**src/rtl/id_ex_hazard_stage.sv**
```systemverilog
// ID/EX pipeline register with load-use hazard detection, bubble injection, hold and flush.
// One-cycle register latency; PCWrite_o/IF_ID_Write_o are combinational freeze controls.
module id_ex_hazard_stage #(
   parameter int DATA_W          = 32,
   parameter int LOAD_USE_CYCLES = 1,
   parameter int CNT_W           = 16
) (
   input  logic              clk_i,
   input  logic              rst_n_i,
   input  logic              hold_i,
   input  logic              flush_i,
   input  logic              IF_ID_valid_i,
   input  logic [4:0]        IF_ID_RS_i,
   input  logic [4:0]        IF_ID_RT_i,
   input  logic [4:0]        IF_ID_RD_i,
   input  logic [8:0]        ID_ctrl_i,
   input  logic [DATA_W-1:0] ID_RSdata_i,
   input  logic [DATA_W-1:0] ID_RTdata_i,
   input  logic [DATA_W-1:0] ID_Imm_i,
   output logic              PCWrite_o,
   output logic              IF_ID_Write_o,
   output logic              ID_EX_valid_o,
   output logic [4:0]        ID_EX_RS_o,
   output logic [4:0]        ID_EX_RT_o,
   output logic [4:0]        ID_EX_RD_o,
   output logic [8:0]        ID_EX_ctrl_o,
   output logic [DATA_W-1:0] ID_EX_RSdata_o,
   output logic [DATA_W-1:0] ID_EX_RTdata_o,
   output logic [DATA_W-1:0] ID_EX_Imm_o,
   output logic [CNT_W-1:0]  stall_count_o
);

   localparam int MEM_READ_BIT = 7;

   typedef enum logic {RUN, STALL} state_t;

   typedef struct packed {
      logic              valid;
      logic [4:0]        rs;
      logic [4:0]        rt;
      logic [4:0]        rd;
      logic [8:0]        ctrl;
      logic [DATA_W-1:0] rs_data;
      logic [DATA_W-1:0] rt_data;
      logic [DATA_W-1:0] imm;
   } id_ex_t;

   id_ex_t           id_ex_q;
   id_ex_t           id_in;
   state_t           state, state_nxt;
   logic [2:0]       remaining, remaining_nxt;
   logic [CNT_W-1:0] stall_count;
   logic             haz;
   logic             load;
   logic             bubble;
   logic             cnt_inc;
   logic             freeze;

   assign id_in = '{valid:   IF_ID_valid_i,
                    rs:      IF_ID_RS_i,
                    rt:      IF_ID_RT_i,
                    rd:      IF_ID_RD_i,
                    ctrl:    ID_ctrl_i,
                    rs_data: ID_RSdata_i,
                    rt_data: ID_RTdata_i,
                    imm:     ID_Imm_i};

   // A load writing $0 never creates a real dependency.
   assign haz = id_ex_q.valid & id_ex_q.ctrl[MEM_READ_BIT] & IF_ID_valid_i
              & (id_ex_q.rt != 5'd0)
              & ((id_ex_q.rt == IF_ID_RS_i) | (id_ex_q.rt == IF_ID_RT_i));

   always_comb begin
      state_nxt     = state;
      remaining_nxt = remaining;
      load          = 1'b0;
      bubble        = 1'b0;
      cnt_inc       = 1'b0;
      freeze        = 1'b0;
      if (hold_i) begin
         freeze = 1'b1;
      end else if (flush_i) begin
         bubble        = 1'b1;
         state_nxt     = RUN;
         remaining_nxt = 3'd0;
      end else if (state == RUN && haz) begin
         bubble  = 1'b1;
         freeze  = 1'b1;
         cnt_inc = 1'b1;
         if (LOAD_USE_CYCLES > 1) begin
            state_nxt     = STALL;
            remaining_nxt = 3'(LOAD_USE_CYCLES - 1);
         end
      end else if (state == STALL) begin
         bubble        = 1'b1;
         freeze        = 1'b1;
         cnt_inc       = 1'b1;
         remaining_nxt = remaining - 3'd1;
         if (remaining == 3'd1) begin
            state_nxt = RUN;
         end
      end else begin
         load = 1'b1;
      end
   end

   always_ff @(posedge clk_i or negedge rst_n_i) begin
      if (!rst_n_i) begin
         id_ex_q     <= '0;
         state       <= RUN;
         remaining   <= 3'd0;
         stall_count <= '0;
      end else begin
         state     <= state_nxt;
         remaining <= remaining_nxt;
         if (bubble) begin
            id_ex_q <= '0;
         end else if (load) begin
            id_ex_q <= id_in;
         end
         if (cnt_inc && stall_count != {CNT_W{1'b1}}) begin
            stall_count <= stall_count + {{(CNT_W-1){1'b0}}, 1'b1};
         end
      end
   end

   assign PCWrite_o      = ~freeze;
   assign IF_ID_Write_o  = ~freeze;
   assign ID_EX_valid_o  = id_ex_q.valid;
   assign ID_EX_RS_o     = id_ex_q.rs;
   assign ID_EX_RT_o     = id_ex_q.rt;
   assign ID_EX_RD_o     = id_ex_q.rd;
   assign ID_EX_ctrl_o   = id_ex_q.ctrl;
   assign ID_EX_RSdata_o = id_ex_q.rs_data;
   assign ID_EX_RTdata_o = id_ex_q.rt_data;
   assign ID_EX_Imm_o    = id_ex_q.imm;
   assign stall_count_o  = stall_count;

endmodule
```
**config.mk**
```make
export PLATFORM = sky130hd
export DESIGN_NAME = id_ex_hazard_stage
export DESIGN_NICKNAME = d
export VERILOG_FILES = /design/src/rtl/id_ex_hazard_stage.sv
export SDC_FILE = /design/constraint.sdc
export NUM_CORES = 1
export LEC_CHECK = 0
export CORE_MARGIN = 4
export CORE_UTILIZATION = 37
export CTS_CLUSTER_SIZE = 28
export DETAILED_ROUTE_END_ITERATION = 6
export GPL_TIMING_DRIVEN = 0
export HOLD_SLACK_MARGIN = 0.15
export PLACE_DENSITY = 0.85
export SLEW_MARGIN = 20
export SYNTH_ARGS = -nofsm -noshare
export SYNTH_HDL_FRONTEND = slang
export SYNTH_SLANG_ARGS = --single-unit
export TNS_END_PERCENT = 10
```
**constraint.sdc**
```tcl
create_clock -name clk_i -period 1.8 [get_ports clk_i]
set_input_delay 0.36 -clock clk_i [delete_from_list [all_inputs] [get_ports clk_i]]
set_output_delay 0.36 -clock clk_i [all_outputs]
set_load 0.02 [all_outputs]
```
; Yosys cells after proc, flatten, opt, wreduce, memory -nomap -nowiden
; Index checks and enable logic that the tools add are counted.
[word_totals]
ff_bits = 141
elab_cells = 53
output_inout_bits = 139
[classes]
reduce_logical = 7
n_addsub = 2
n_bitwise = 8
n_eq_ne = 5
mux = 20
[ops]
columns = cell, count
row1 = 121-bit 2-to-1 mux, 2
row2 = "16-bit by 1-bit adder with 16-bit output, second input constant", 1
row3 = "16-bit != test, second input constant", 1
row4 = 1-bit 2-to-1 mux, 15
row5 = 5-bit equality test, 2
row6 = 3-bit 2-to-1 mux, 3
row7 = 5-bit nonzero test, 1
row8 = 1-bit bitwise AND, 4
row9 = 2-bit nonzero test, 2
row10 = "3-bit by 1-bit equality test with 1-bit output, second input constant", 1
row11 = 1-bit inverter, 3
row12 = 3-bit AND reduction, 1
row13 = "3-bit by 1-bit subtractor with 3-bit output, second input constant", 1
row14 = 1-bit logical AND, 2
row15 = "2-bit != test, second input constant", 1
row16 = 2-bit AND reduction, 1
row17 = 1-bit bitwise OR, 1

; Logic depth before layout (Yosys ltp)
[logic_depth]
depth_word = 10
mapped_depth = 9
mapped_depth_nobuf = 7

; Worst setup path after synthesis
; OpenSTA, ideal clock, no wires.
[synth_timing]
path_kind = flip-flop to output port
start = reg id_ex_q (netlist bit ID_EX_RT_o[3])
end = out PCWrite_o
t_arrival_ns = 1.765
path_stages_with_launch = 8
n_path_buf = 1
path_slack_ns = -0.325
path_cell_list = dfrtp_1 xor2_1 nor2_1 a22o_1 a21oi_4 nor2_1 nor2_1 buf_4
[synth_between]
elab_chain_len = 8
[synth_rtl]
columns = element, line_no
row1 = from (decl), 48  ; id_ex_t id_ex_q;
row2 = from (signal assigned), 119  ; id_ex_q <= id_in;
row3 = 5-bit equality test or 5-bit nonzero test (tied branches), "71, 70"
row4 = 1-bit bitwise OR or 1-bit bitwise AND (tied branches), "71, 70"
row5 = 1-bit bitwise AND (*), 71  ; & ((id_ex_q.rt == IF_ID_RS_i) | (id_ex_q.rt == IF_ID_RT_i));
row6 = 1-bit logical AND (*), 86  ; end else if (state == RUN && haz) begin
row7 = 1-bit 2-to-1 mux (*), 86
row8 = 1-bit 2-to-1 mux (*), 82  ; end else if (flush_i) begin
row9 = 1-bit 2-to-1 mux (*), 80  ; if (hold_i) begin
row10 = 1-bit inverter (*), n/a
row11 = to (decl), 20  ; output logic PCWrite_o,
; Mark *: on every way between the ends. The rest lies on a longest branch, timed or not.

; Final worst setup path
[layout_timing]
start = in IF_ID_RS_i[4]
end = out PCWrite_o
[layout_between]
elab_chain_len = 8
[layout_rtl]
columns = element, line_no
row1 = from (decl), 13  ; input logic [4:0] IF_ID_RS_i,
row2 = 5-bit equality test, 71
row3 = 1-bit bitwise OR, 71
row4 = 1-bit bitwise AND, 71
row5 = 1-bit logical AND, 86
row6 = 1-bit 2-to-1 mux, 86
row7 = 1-bit 2-to-1 mux, 82
row8 = 1-bit 2-to-1 mux, 80
row9 = 1-bit inverter, 127  ; assign PCWrite_o = ~freeze;
; No other way between the ends.

==> results_dict.tcl <==
set metrics [dict create \
    status "finished with violations" \
    failed_checks "setup timing" \
    grt_pass1_wl_um 27470 \
    drt_iter0_markers 181 \
    cts-htree-levels 4 \
    area_growth_pct 74.14 \
    fmaxAchievable_mhz 437.0 \
    reg2reg_slack_ps -460 \
    p_sw_share_pct 25.31 \
    cts_sinks 141 \
    start_util_pct 37.50 \
    finalCritPeriodShare_pct 127.1 \
    min_from "IF_ID_RS_i[2]" \
    arrival_ps 1930 \
    synth-seq-cells 141 \
    ir_drop_mv 0.7159 \
    cellPowerDensity_nw_per_um2 936.9 \
    postLayoutSetupSlackWorst_ps -488.3 \
    required_ps 1440 \
    antenna_cells 0 \
    clk_pin_slew_ps 60 \
    place_congestion 0.8882 \
    timing.rr.start "ID_EX_RT_o[0]" \
    worst_pin_slew_ps 535.6 \
    p_leak_nw 4.788 \
    pre_cts_ws_ps -1170 \
    ys.flop_type "dfrtp_1" \
    clockPowerShare_pct 42.3 \
    cts_tree "yes" \
    seq_area_frac_synth_pct 64.99 \
    crit_path_end_kind "primary output" \
    min_path_type "primary input to register" \
    rsz0062_at_grt "yes" \
    drv_slew 0 \
    drive_above_1_share_pct 14.39 \
    vias 4552 \
    remaining_drc_errors 0 \
    synth_fa_ha_area_share_pct 0.6914 \
    synth_edf_count 0 \
    min_path_cells 2 \
    core-area_sq_um 14480 \
    p_seq_share_pct 39.9 \
    synth-xor-area-share_pct 3.872 \
    relSlewSlack_pct 64.29 \
    dp_hpwl_um 12400 \
    start_kind "primary input" \
    reg2reg_to "ID_EX_RD_o[2]" \
    drtPass1Iterations 4 \
    cts_buffers 17 \
    fin_hold_ws_ps 256.4 \
    synthCells 388 \
    maxCapViolCount 0 \
    setup_tns_ps -47150 \
    synthArstFlopShare_pct 100.0 \
    fillers 1060 \
    clock_skew_ps 10.45 \
    wl_per_cell_um 19.98 \
    combPwrFrac_pct 17.8 \
    final_nets 817 \
    first_global_vias 4975 \
    grt_max_degree 83 \
    min_period_ps 2288 \
    r2r_cells 10 \
    hold_viol_final 0 \
    yosys_warnings 0 \
    io_pins 264 \
    via_per_inst 5.138 \
    placed_area_sq_um 8344 \
    synth-compound-area-share_pct 21.20 \
    antenna_found_initial 0 \
    ant_nets 0 \
    synth_top_family_by_area "compound AO/OA/AOI/OAI gates" \
    io_buffers 263 \
    critical_path_class "primary input to primary output" \
    fp-row-count 44 \
    overflow 0 \
    fin_area_sq_um 9454 \
    clk_latency_ps 420 \
    setup_viol 138 \
    multi_input_area_sq_um 1788 \
    netSwitchingPower_mw 2.242 \
    die_x_um 129.1 \
    muxShareOfSynthArea_pct 0.6223 \
    die_area_sq_um 16670 \
    ys_types 33 \
    cts-root-buf "clkbuf_16" \
    finalWirelength_um 17710 \
    synth_simple_gate_area_share_pct 4.794 \
    seq_area_sq_um 3537 \
    die_y_um 129.1 \
    p_int_mw 6.616 \
    syn_nets 516 \
    gr-usage-all-layers_pct 21.17 \
    hold_end "ID_EX_RS_o[2]" \
    critPathMaxFanout 2 \
    synth_area_sq_um 5429 \
    clock_path_buffers 2 \
    avgSynthCellArea_sq_um 13.99 \
]
==> area by class of cell <==
| type | count | share of cell area, % |
|---|---|---|
| Tap cell | 184 | 2.435 |
| Sequential cell | 141 | 37.41 |
| Buffer | 28 | 2.581 |
| Timing Repair Buffer | 283 | 31.87 |
| Clock inverter | 14 | 2.025 |
| Inverter | 3 | 0.1191 |
| Multi-Input combinational cell | 215 | 18.91 |
| Clock buffer | 18 | 4.645 |
==> stage by stage <==
step | instances | power, mW | utilization, %
after floorplan | 388 | 4.178 | -
after global placement | 835 | 5.054 | 57.41
after detailed placement | 836 | 5.100 | 57.63
after CTS | 881 | 8.925 | 64.26
after global routing | 886 | 9.194 | 65.30
final | 886 | 8.858 | 65.30
==> flip-flops by register name, summed over array words and instances, names as in the netlist <==
register / flops
ID_EX_Imm_o: 32
ID_EX_RD_o: 5
ID_EX_RS_o: 5
ID_EX_RSdata_o: 32
ID_EX_RT_o: 5
ID_EX_RTdata_o: 32
ID_EX_ctrl_o: 9
ID_EX_valid_o: 1
remaining: 3
stall_count_o: 16
state: 1
==> synth_stat cells (all sizes together), types with 4 or more instances <==
| cell | count | share of area (%) |
|---|---|---|
| dfrtp | 141 | 65 |
| a22o | 122 | 20 |
| xor2 | 16 | 2.6 |
| buf | 15 | 2.7 |
| clkbuf | 14 | 0.97 |
| nand2 | 11 | 0.76 |
| nor2 | 9 | 0.62 |
| nor3 | 9 | 0.92 |
| xnor2 | 8 | 1.3 |
| nand3 | 6 | 0.55 |
| a21oi | 4 | 0.58 |
| and3 | 4 | 0.46 |
| nand4 | 4 | 0.46 |
| o21ai | 4 | 0.37 |
==> power groups by stage <==
stage,Sequential [mW],Clock (mW),Combinational (mW)
global route,3.56,3.96,1.67
global placement,3.58,0,1.48
CTS,3.53,3.79,1.60
floorplan,3.83,0,0.344
finish,3.54,3.74,1.58
detailed placement,3.59,0,1.51
==> kinds of logic (layout without fill, tap and decap cells) <==
| family | count (synthesis) | count (layout) |
|---|---|---|
| flops | 141 | 141 |
| compound gates | 134 | 134 |
| simple gates | 51 | 51 |
| buf+inv | 32 | 346 |
| xor+xnor | 24 | 24 |
| fa+ha+maj | 3 | 3 |
| mux | 3 | 3 |
==> worst max-delay path, cell delays in order <==
cell	delay [ps]
clkdlybuf4s50_1	540
xor2_1	180
nor3_2	80
a22o_1	240
a21oi_4	150
nor2_2	50
nor2_2	100
buf_4	120
buf_6	100
==> cell usage in the layout, fill, tap and decap left out, types with 6 or more instances in the layout <==
cell type and n:
xor2_1 14, buf_6 8, buf_4 11, nand2_1 10, xnor2_1 8, clkbuf_16 17, dfrtp_2 7, nor3_2 6
dfrtp_1 134, dlygate4sd2_1 27, clkdlybuf4s50_1 196, buf_8 8, nor2_1 6, clkbuf_1 12, dlymetal6s2s_1 37, a22o_1 122
==> metal layers <==
layer	GRT usage [%]	up-vias	share of wire [%]	routed length (um)
li1	-	2068	-	-
met1	25.05	2286	39	6898
met2	36.40	170	52	9212
met3	7.172	28	6.7	1180
met4	6.794	0	2.3	415
met5	0	-	0	0
==> repair_timing <==
action                     CTS  global route
hold buffers                 1             0
gates cloned                 6             0
hold endpoints to repair    59             0
buffers inserted             8             6
pin swaps                   12             8
resized for setup           70            46
setup endpoints to repair  166           174
==> how the worst max path moves through the flow <==
stage                     slack, ps          endpoint  depth (start not counted)     startpoint
final                          -490         PCWrite_o                          9  IF_ID_RS_i[4]
after CTS                      -560         PCWrite_o                          9  IF_ID_RS_i[4]
after global placement        -5410  stall_count_o[0]                          1        rst_n_i
after detailed placement      -1170         PCWrite_o                          6         hold_i
after floorplan                -160     ID_EX_RT_o[0]                          9  ID_EX_RT_o[2]
after global routing           -570         PCWrite_o                          8  ID_EX_RT_o[4]
(Power assumes the default switching activity.)
